[config.mk]
export PLATFORM = sky130hd
export DESIGN_NAME = jpeg_rle_symbolizer_flat
export DESIGN_NICKNAME = d
export VERILOG_FILES = /design/src/rtl/jpeg_rle_symbolizer_if.sv /design/src/rtl/jpeg_rle_symbolizer.sv /design/src/flat_wrapper.sv
export SDC_FILE = /design/constraint.sdc
export NUM_CORES = 1
export LEC_CHECK = 0
export BUFFER_PORTS_ARGS = -buffer_cell sky130_fd_sc_hd__buf_4
export CORE_UTILIZATION = 65
export DETAILED_ROUTE_END_ITERATION = 16
export PLACE_DENSITY = 0.86
export SLEW_MARGIN = 20
export SYNTH_ARGS = -nofsm -noshare
export SYNTH_HDL_FRONTEND = slang
export SYNTH_SLANG_ARGS = --single-unit
[constraint.sdc]
create_clock -name clk -period 9.48 [get_ports clk]
set_input_delay 2.844 -clock clk [delete_from_list [all_inputs] [get_ports clk]]
set_output_delay 2.844 -clock clk [all_outputs]
set_load 0.05 [all_outputs]
[src/rtl/jpeg_rle_symbolizer_if.sv]
// Coefficient-in / symbol-out handshake bundle for the JPEG RLE symbolizer.
// The slave modport is the symbolizer; master is the upstream/downstream side.
interface jpeg_rle_symbolizer_if #(
   parameter int COEF_W = 12
);
   logic              in_valid;
   logic              in_ready;
   logic [COEF_W-1:0] in_coef;
   logic              out_valid;
   logic              out_ready;
   logic [3:0]        out_run;
   logic [3:0]        out_size;
   logic [COEF_W:0]   out_amp;
   logic              out_dc;
   logic              out_zrl;
   logic              out_eob;

   modport slave (
      input  in_valid, in_coef, out_ready,
      output in_ready, out_valid, out_run, out_size,
      output out_amp, out_dc, out_zrl, out_eob
   );

   modport master (
      output in_valid, in_coef, out_ready,
      input  in_ready, out_valid, out_run, out_size,
      input  out_amp, out_dc, out_zrl, out_eob
   );
endinterface

[src/rtl/jpeg_rle_symbolizer.sv]
// Turns a zig-zag ordered 8x8 block of quantized coefficients into
// baseline JPEG symbols (DC diff, AC run/size, ZRL, EOB) behind a 1-entry register.
module jpeg_rle_symbolizer #(
   parameter int COEF_W = 12,
   parameter int BLK_N  = 64
) (
   input  logic                 clk,
   input  logic                 rst_n,
   input  logic                 restart,
   jpeg_rle_symbolizer_if.slave bus
);
   localparam int IW = $clog2(BLK_N);
   localparam logic [IW-1:0] LAST  = IW'(BLK_N - 1);
   localparam logic [IW-1:0] RUN16 = IW'(16);

   typedef enum logic {ACCEPT, ZRL} state_t;

   typedef struct packed {
      logic [3:0]      run;
      logic [3:0]      size;
      logic [COEF_W:0] amp;
      logic            dc;
      logic            zrl;
      logic            eob;
   } sym_t;

   state_t                   state;
   logic signed [COEF_W-1:0] pred;
   logic signed [COEF_W-1:0] hold;
   logic [IW-1:0]            idx;
   logic [IW-1:0]            run;
   logic                     valid;
   sym_t                     sym;

   logic                     fire;
   logic                     in_ready;
   logic                     take;
   logic                     is_dc;
   logic                     is_last;
   logic                     coef_zero;
   logic                     long_run;
   logic signed [COEF_W:0]   val;
   logic [3:0]               size;
   logic [COEF_W:0]          amp;

   function automatic logic [3:0] sym_size(
      input logic signed [COEF_W:0] v
   );
      logic [COEF_W:0] mag;
      mag = v[COEF_W] ? $unsigned(-v) : $unsigned(v);
      sym_size = '0;
      for (int i = 0; i <= COEF_W; i++)
         if (mag[i]) sym_size = 4'(i + 1);
   endfunction

   // Negative values use the ones'-complement form, i.e. v-1 masked.
   function automatic logic [COEF_W:0] sym_amp(
      input logic signed [COEF_W:0] v,
      input logic [3:0]             sz
   );
      logic [COEF_W:0] one;
      logic [COEF_W:0] mask;
      logic [COEF_W:0] t;
      one  = {{COEF_W{1'b0}}, 1'b1};
      mask = (one << sz) - one;
      t    = v[COEF_W] ? $unsigned(v) - one : $unsigned(v);
      sym_amp = t & mask;
   endfunction

   assign fire      = valid & bus.out_ready;
   assign in_ready  = (state == ACCEPT) && (!valid || bus.out_ready)
                      && !restart;
   assign take      = bus.in_valid & in_ready;
   assign is_dc     = (idx == '0);
   assign is_last   = (idx == LAST);
   assign coef_zero = (bus.in_coef == '0);
   assign long_run  = (run >= RUN16);

   always_comb begin
      val = '0;
      if (state == ZRL)
         val = {hold[COEF_W-1], hold};
      else if (is_dc)
         val = $signed({bus.in_coef[COEF_W-1], bus.in_coef})
             - $signed({pred[COEF_W-1], pred});
      else
         val = $signed({bus.in_coef[COEF_W-1], bus.in_coef});
      size = sym_size(val);
      amp  = sym_amp(val, size);
   end

   always_ff @(posedge clk or negedge rst_n) begin
      if (!rst_n) begin
         state <= ACCEPT;
         pred  <= '0;
         hold  <= '0;
         idx   <= '0;
         run   <= '0;
         valid <= 1'b0;
         sym   <= '0;
      end else if (restart) begin
         state <= ACCEPT;
         pred  <= '0;
         idx   <= '0;
         run   <= '0;
         valid <= 1'b0;
         sym   <= '0;
      end else begin
         if (fire) valid <= 1'b0;
         unique case (state)
            ACCEPT: if (take) begin
               idx <= is_last ? '0 : idx + 1'b1;
               if (is_dc) begin
                  pred  <= bus.in_coef;
                  run   <= '0;
                  valid <= 1'b1;
                  sym   <= '{4'd0, size, amp, 1'b1, 1'b0, 1'b0};
               end else if (coef_zero) begin
                  // Trailing zeros collapse into EOB; pending run is dropped.
                  run <= is_last ? '0 : run + 1'b1;
                  if (is_last) begin
                     valid <= 1'b1;
                     sym   <= '{4'd0, 4'd0, '0, 1'b0, 1'b0, 1'b1};
                  end
               end else if (!long_run) begin
                  run   <= '0;
                  valid <= 1'b1;
                  sym   <= '{run[3:0], size, amp, 1'b0, 1'b0, 1'b0};
               end else begin
                  hold  <= bus.in_coef;
                  run   <= run - RUN16;
                  state <= ZRL;
                  valid <= 1'b1;
                  sym   <= '{4'd15, 4'd0, '0, 1'b0, 1'b1, 1'b0};
               end
            end
            ZRL: if (fire) begin
               valid <= 1'b1;
               if (long_run) begin
                  run <= run - RUN16;
                  sym <= '{4'd15, 4'd0, '0, 1'b0, 1'b1, 1'b0};
               end else begin
                  run   <= '0;
                  state <= ACCEPT;
                  sym   <= '{run[3:0], size, amp, 1'b0, 1'b0, 1'b0};
               end
            end
            default: state <= ACCEPT;
         endcase
      end
   end

   assign bus.in_ready  = in_ready;
   assign bus.out_valid = valid;
   assign bus.out_run   = sym.run;
   assign bus.out_size  = sym.size;
   assign bus.out_amp   = sym.amp;
   assign bus.out_dc    = sym.dc;
   assign bus.out_zrl   = sym.zrl;
   assign bus.out_eob   = sym.eob;
endmodule
[src/flat_wrapper.sv]
// flat-port wrapper written by rule: the top's interface ports become plain ports
module jpeg_rle_symbolizer_flat 
#(
   parameter int COEF_W = 12,
   parameter int BLK_N  = 64
)
  (clk, rst_n, restart, bus_in_valid, bus_in_coef, bus_out_ready, bus_in_ready, bus_out_valid, bus_out_run, bus_out_size, bus_out_amp, bus_out_dc, bus_out_zrl, bus_out_eob);
  jpeg_rle_symbolizer_if #(.COEF_W(COEF_W)) bus_i ();
  input  logic clk;
  input  logic rst_n;
  input  logic restart;
  input wire logic [$bits(bus_i.in_valid)-1:0] bus_in_valid;
  input wire logic [$bits(bus_i.in_coef)-1:0] bus_in_coef;
  input wire logic [$bits(bus_i.out_ready)-1:0] bus_out_ready;
  output wire logic [$bits(bus_i.in_ready)-1:0] bus_in_ready;
  output wire logic [$bits(bus_i.out_valid)-1:0] bus_out_valid;
  output wire logic [$bits(bus_i.out_run)-1:0] bus_out_run;
  output wire logic [$bits(bus_i.out_size)-1:0] bus_out_size;
  output wire logic [$bits(bus_i.out_amp)-1:0] bus_out_amp;
  output wire logic [$bits(bus_i.out_dc)-1:0] bus_out_dc;
  output wire logic [$bits(bus_i.out_zrl)-1:0] bus_out_zrl;
  output wire logic [$bits(bus_i.out_eob)-1:0] bus_out_eob;
  assign bus_i.in_valid = bus_in_valid;
  assign bus_i.in_coef = bus_in_coef;
  assign bus_i.out_ready = bus_out_ready;
  assign bus_in_ready = bus_i.in_ready;
  assign bus_out_valid = bus_i.out_valid;
  assign bus_out_run = bus_i.out_run;
  assign bus_out_size = bus_i.out_size;
  assign bus_out_amp = bus_i.out_amp;
  assign bus_out_dc = bus_i.out_dc;
  assign bus_out_zrl = bus_i.out_zrl;
  assign bus_out_eob = bus_i.out_eob;
  jpeg_rle_symbolizer #(.COEF_W(COEF_W), .BLK_N(BLK_N)) u_core (.clk(clk), .rst_n(rst_n), .restart(restart), .bus(bus_i));
endmodule
# After elaboration in Yosys (flattened, before gate mapping)

Cells that the tools add are included.

Register bits: 62
Logic and storage cells: 103

Add/sub/neg operators: 7
$lt $le $gt $ge: 1
Eq/ne operators: 5
Shift operators: 1
Multiplexer cells: 56
Bitwise gates (word level): 7
Reductions and logical operators: 14

Operator list:

| cell                                                                  | count |
|---|---|
| 24-bit 2-to-1 mux                                                     | 7 |
| 6-bit 2-to-1 mux                                                      | 11 |
| 13-bit 2-to-1 mux                                                     | 4 |
| 12-bit 2-to-1 mux                                                     | 4 |
| 24-bit one-hot mux with 2 select lines                                | 1 |
| 13-bit by 1-bit subtractor with 13-bit output, second input constant  | 2 |
| 4-bit 2-to-1 mux                                                      | 6 |
| 1-bit 2-to-1 mux                                                      | 14 |
| 13-bit bitwise AND                                                    | 1 |
| 13-bit negator                                                        | 1 |
| 1-bit by 4-bit << shifter with 13-bit output, first input constant    | 1 |
| 12-bit by 12-bit subtractor with 13-bit output                        | 1 |
| 6-bit by 1-bit adder with 6-bit output, second input constant         | 2 |
| 12-bit zero test                                                      | 1 |
| 3-bit 2-to-1 mux                                                      | 4 |
| 6-bit one-hot mux with 2 select lines                                 | 1 |
| 6-bit equality test, second input constant                            | 1 |
| 6-bit by 5-bit >= comparator with 1-bit output, second input constant | 1 |
| 6-bit zero test                                                       | 1 |
| 3-bit AND reduction                                                   | 2 |
| 6-bit AND reduction                                                   | 1 |
| 6-bit by 5-bit subtractor with 6-bit output, second input constant    | 1 |
| 5-bit by 3-bit != test with 1-bit output, second input constant       | 1 |
| 2-bit 2-to-1 mux                                                      | 2 |
| other kinds (11)                                                      | 20 |

# Depth between registers and ports, before layout

Word-level depth: 27
Depth in mapped cells: 23
Mapped depth without buffers: 23

# Worst setup path before layout

No wires, ideal clock.

Path kind: in2out
Start: input bus_out_ready
End: output bus_in_ready
Data arrival time: 4.123 ns
Setup slack: 2.513 ns
Stages: 2
Path buffers: 0
Cells stage by stage: inv_1 -> a211oi_1

Longest elaborated chain between the ends: 3

Ends and longest elaborated chain:

| element           | RTL line                  | source |
|---|---|---|
| from (decl)       | flat_wrapper.sv:14        | `input wire logic [$bits(bus_i.out_ready)-1:0] bus_out_ready;` |
| 1-bit logical OR  | jpeg_rle_symbolizer.sv:71 | `assign in_ready = (state == ACCEPT) && (!valid \|\| bus.out_ready)` |
| 1-bit logical AND | jpeg_rle_symbolizer.sv:71 |  |
| 1-bit logical AND | jpeg_rle_symbolizer.sv:72 | `&& !restart;` |
| to (decl)         | flat_wrapper.sv:15        | `output wire logic [$bits(bus_i.in_ready)-1:0] bus_in_ready;` |

No other way between the ends.

# Worst setup path in the final report

Start: input bus_in_coef[0]
End: register u_core.sym, in the netlist u_core.bus.out_amp[6]

Longest elaborated chain between the ends: 27
Elaborated cells between the ends (all ways): 33
Classes of those cells: 4 x add/sub; 1 x eq/ne; 1 x shift; 24 x mux; 1 x bitwise; 2 x reduce/logical

Ends and longest elaborated chain:

| element                                        | RTL line                                               | source |
|---|---|---|
| from (decl)                                    | flat_wrapper.sv:13                                     | `input wire logic [$bits(bus_i.in_coef)-1:0] bus_in_coef;` |
| 12-bit by 12-bit subtractor with 13-bit output | jpeg_rle_symbolizer.sv:85                              | `- $signed({pred[COEF_W-1], pred});` |
| 13-bit 2-to-1 mux                              | jpeg_rle_symbolizer.sv:83                              | `else if (is_dc)` |
| 13-bit 2-to-1 mux                              | jpeg_rle_symbolizer.sv:81                              | `if (state == ZRL)` |
| 13-bit negator                                 | jpeg_rle_symbolizer.sv:50                              | `mag = v[COEF_W] ? $unsigned(-v) : $unsigned(v);` |
| 13-bit 2-to-1 mux                              | jpeg_rle_symbolizer.sv:50                              |  |
| 1-bit 2-to-1 mux                               | jpeg_rle_symbolizer.sv:53                              | `if (mag[i]) sym_size = 4'(i + 1);` |
| 2-bit 2-to-1 mux (2 in a row)                  | jpeg_rle_symbolizer.sv:53                              |  |
| 3-bit 2-to-1 mux (4 in a row)                  | jpeg_rle_symbolizer.sv:53                              |  |
| (+7 left out)                                  | -                                                      |  |
| 13-bit by 1-bit subtractor with 13-bit output  | jpeg_rle_symbolizer.sv:65                              | `mask = (one << sz) - one;` |
| 13-bit bitwise AND                             | jpeg_rle_symbolizer.sv:67                              | `sym_amp = t & mask;` |
| 24-bit 2-to-1 mux                              | jpeg_rle_symbolizer.sv:125, jpeg_rle_symbolizer.sv:139 |  |
| 24-bit 2-to-1 mux                              | jpeg_rle_symbolizer.sv:118                             | `end else if (coef_zero) begin` |
| 24-bit 2-to-1 mux                              | jpeg_rle_symbolizer.sv:113                             | `if (is_dc) begin` |
| 24-bit 2-to-1 mux                              | jpeg_rle_symbolizer.sv:111                             | `ACCEPT: if (take) begin` |
| 24-bit one-hot mux with 2 select lines         | jpeg_rle_symbolizer.sv:110                             | `unique case (state)` |
| 24-bit 2-to-1 mux                              | jpeg_rle_symbolizer.sv:101                             | `end else if (restart) begin` |
| to (signal assigned)                           | jpeg_rle_symbolizer.sv:117                             | `sym <= '{4'd0, size, amp, 1'b1, 1'b0, 1'b0};` |
| to (signal assigned)                           | jpeg_rle_symbolizer.sv:123                             | `sym <= '{4'd0, 4'd0, '0, 1'b0, 1'b0, 1'b1};` |
| to (signal assigned)                           | jpeg_rle_symbolizer.sv:128                             | `sym <= '{run[3:0], size, amp, 1'b0, 1'b0, 1'b0};` |
| to (decl)                                      | jpeg_rle_symbolizer.sv:33                              | `sym_t sym;` |

Several ways; a longest one is shown, not always the timed one. The select of a mux whose other input is x is not followed.
A chain may end at the register's enable or synchronous reset.

==> results.py <==
metrics = {
    "run_status": {
        "status": "complete, no violations",
    },
    "synthesis": {
        "synth_flop_cell": "dfrtp_1",
        "yosys-top-cells-area": "dfrtp_1, nand2_1, ha_1",
        "netlist_area_um2": 4860,
        "synth_cell_types": 91,
        "async_flop_share_pct": 100,
        "synth_edf_count": 0,
        "syn-num-nets": 606,
        "syn_avg_cell_area_um2": 8.51,
        "yosysSeqAreaShare_pct": 31.9,
        "ys_warn_count": 0,
        "synth_top_area_share_pct": 31.9,
        "syn-instance-count": 571,
        "yosys_register_bits": 62,
        "yosysTopAreaCell": "dfrtp_1",
    },
    "worst_setup_path": {
        "cp_max_fo": 12,
        "critPathRequiredTime_ps": 9730,
        "crit_type": "primary input to flip-flop",
        "cp_data_arrival_time_ps": 7650,
        "crit_path_end_kind": "flip-flop",
        "start_kind": "primary input",
    },
    "placed_design": {
        "pre_cts_slack_ps": 1890,
        "placed_area_um2": 5230,
        "dp.cells": 693,
        "port_buffers": 42,
        "place.gp.congestion": 0.936,
        "dp_hpwl_um": 9470,
    },
    "clock_tree": {
        "clk_pin_slew_ps": 90,
        "holdBufCountCts": 0,
        "cts.sinks": 62,
        "post-cts-setup-buffer-count": 0,
        "cts_root_buffer": "clkbuf_8",
        "cts_buffer_depth": 2,
        "cts_max_level": 3,
        "cts_resized": 0,
        "clk_latency_ps": 360,
        "cts-buffers-inserted": 9,
        "cts_tree": "yes",
    },
    "pwr": {
        "sw_frac_of_total_pct": 41.4,
        "p_int_uw": 563,
        "leakage_uw": 0.00232,
        "p_switching_uw": 399,
        "powerDensity_nw_per_um2": 176,
        "vdd_drop_max_mv": 0.0968,
        "power.share.combinational_pct": 40.6,
        "power_frac_seq_pct": 30.6,
        "clockPowerShare_pct": 28.8,
    },
    "floorplan": {
        "rows": 31,
        "start_util_pct": 67.0,
        "fp.coreArea_um2": 7250,
        "ios": 43,
        "dieArea_um2": 7830,
        "fp.dieH_um": 88.5,
        "die_width_um": 88.5,
    },
    "timing": {
        "finalClockSkew_ps": 12.6,
        "period_needed_ps": 7390,
        "rsz0062_at_grt": "no",
        "timing_hold_violations_final": 0,
        "post-route-period-util_pct": 78.0,
        "whs_ps": 490,
        "setup_ws_ps": 2090,
        "setup_tns_ps": 0,
        "worst_slew_pin_slew_ps": 770,
        "report.final.slew_viol_count": 0,
        "slew_headroom_pct": 47.3,
        "max_freq_ghz": 0.135,
        "setup_viol": 0,
    },
    "finish": {
        "final_net_count": 640,
        "fillers": 539,
        "area_growth_pct": 12.4,
        "fin_cells": 709,
        "postLayoutCellArea_um2": 5460,
        "regArea_um2": 1550,
        "diodes": 0,
        "multi_input_area_um2": 3140,
        "layout-drive-gt1-share_pct": 18.0,
    },
    "routing": {
        "ant_nets": 0,
        "routed_wl_um": 13200,
        "viasPerCell": 6.61,
        "wire_per_inst_um": 18.6,
        "drc": 0,
        "firstDrtPassIters": 5,
        "drtIter0Drc": 578,
        "via_count": 4690,
    },
    "global_routing": {
        "grt_usage_pct": 35.7,
        "antenna_found_initial": 0,
        "grt_pass1_wl_um": 21100,
        "grt_max_degree": 63,
        "grt_overflow": 0,
        "first_global_vias": 4321,
    },
    "worst_hold_path": {
        "hold_path.class": "flip-flop to flip-flop",
    },
    "run": {
        "maxCapViolCount": 0,
    },
}
## cell usage after synthesis, drive strengths merged (7+ instances only)
| cell type | instances |
|---|---|
| nand2 | 80 |
| dfrtp | 62 |
| nor2 | 48 |
| o21ai | 45 |
| a21oi | 34 |
| nand3 | 27 |
| inv | 24 |
| nor3 | 22 |
| ha | 17 |
| clkbuf | 15 |
| mux2 | 13 |
| o21a | 11 |
| xor2 | 11 |
| o31ai | 10 |
| a21o | 7 |
| nand2b | 7 |
| or2 | 7 |
| xnor2 | 7 |
## registers in the layout, indices dropped and copies added (netlist names), 4 cells and up
name and flops:
u_core.bus.out_amp 13, u_core.pred 12, u_core.idx 6, u_core.run 6, u_core.hold 12, u_core.bus.out_size 4, u_core.bus.out_run 4
## critical path: stages
cell	delay [ps]
buf_4	130
inv_1	50
ha_1	150
inv_1	50
fa_1	430
a211oi_4	330
o21ai_0	230
and4_1	250
nor3_2	560
nor4b_4	460
nand3_4	140
or4b_4	540
nand3_1	120
nand2_1	110
nor3_1	310
nand3_1	160
ha_1	280
o41ai_4	90
nor2_1	70
a221o_1	320
## stage by stage
stage	utilization [%]	power (uW)
2_1_floorplan	-	584
3_3_place_gp	72.0	676
3_5_place_dp	72.1	681
4_1_cts	75.2	956
5_1_grt	75.3	1010
6_report	75.3	962
## path summary, 6_finish.rpt
kind                                    endpoint  depth (start not counted)             startpoint  slack (ps)
max reg2reg                u_core.bus.out_amp[6]                         18         u_core.pred[0]        4390
min                        u_core.bus.out_run[2]                          2  u_core.bus.out_run[2]         490
min reg2reg                u_core.bus.out_run[2]                          2  u_core.bus.out_run[2]         490
max                        u_core.bus.out_amp[6]                         20         bus_in_coef[0]        2090
max in group asynchronous        u_core.hold[11]                          1                  rst_n        6380
min in group asynchronous  u_core.bus.out_amp[6]                          1                  rst_n        2570
## metal layers
layer  global-route usage [%]  share of wire (%)
met2                     56.8                 47
met5                        0                  0
met4                     14.5                3.3
met3                     5.78                7.1
met1                     48.6                 42
## layout make-up
class	instances	share of cell area, %
Timing Repair Buffer	44	6.05
Tap cell	99	2.27
Multi-Input combinational cell	464	57.5
Clock buffer	9	2.27
Clock inverter	7	1.90
Sequential cell	62	28.4
Inverter	24	1.65
## power by group through the flow
stage / Combinational, uW / Sequential (uW) / Clock [uW]
floorplan: 233 / 351 / 0
finish: 390 / 294 / 277
global route: 422 / 296 / 288
global placement: 378 / 299 / 0
CTS: 384 / 294 / 278
detailed placement: 381 / 299 / 0
## logic make-up (layout without fill, tap and decap cells)
kind of cell / after synthesis / count (layout) / synth area share, %
simple gates: 246 / 246 / 27.6
compound gates: 166 / 166 / 25.0
flops: 62 / 62 / 31.9
buf+inv: 45 / 84 / 3.81
fa+ha+maj: 18 / 18 / 4.79
xor+xnor: 18 / 18 / 3.24
mux: 16 / 16 / 3.63
## cells in the final DEF, fill, tap and decap left out, types with 4 or more instances in the layout
master and count:
nand2_1 79, dfrtp_1 62, nor2_1 44, buf_4 44
o21ai_0 38, a21oi_1 30, nand3_1 26, inv_1 24
ha_1 17, nor3_1 16, mux2_2 13, xor2_1 11
o21a_1 10, clkbuf_8 9, o31ai_1 8, nand2b_1 7
a21o_1 7, xnor2_1 7, or2_2 6, nand4_1 6
o21ai_1 5, or3_1 5, nor3_4 5, nor2b_1 5
nor4_1 5, a32o_1 5, and3_1 4, a41oi_1 4
o2111ai_1 4, and2_1 4
(Power assumes the default switching activity.)
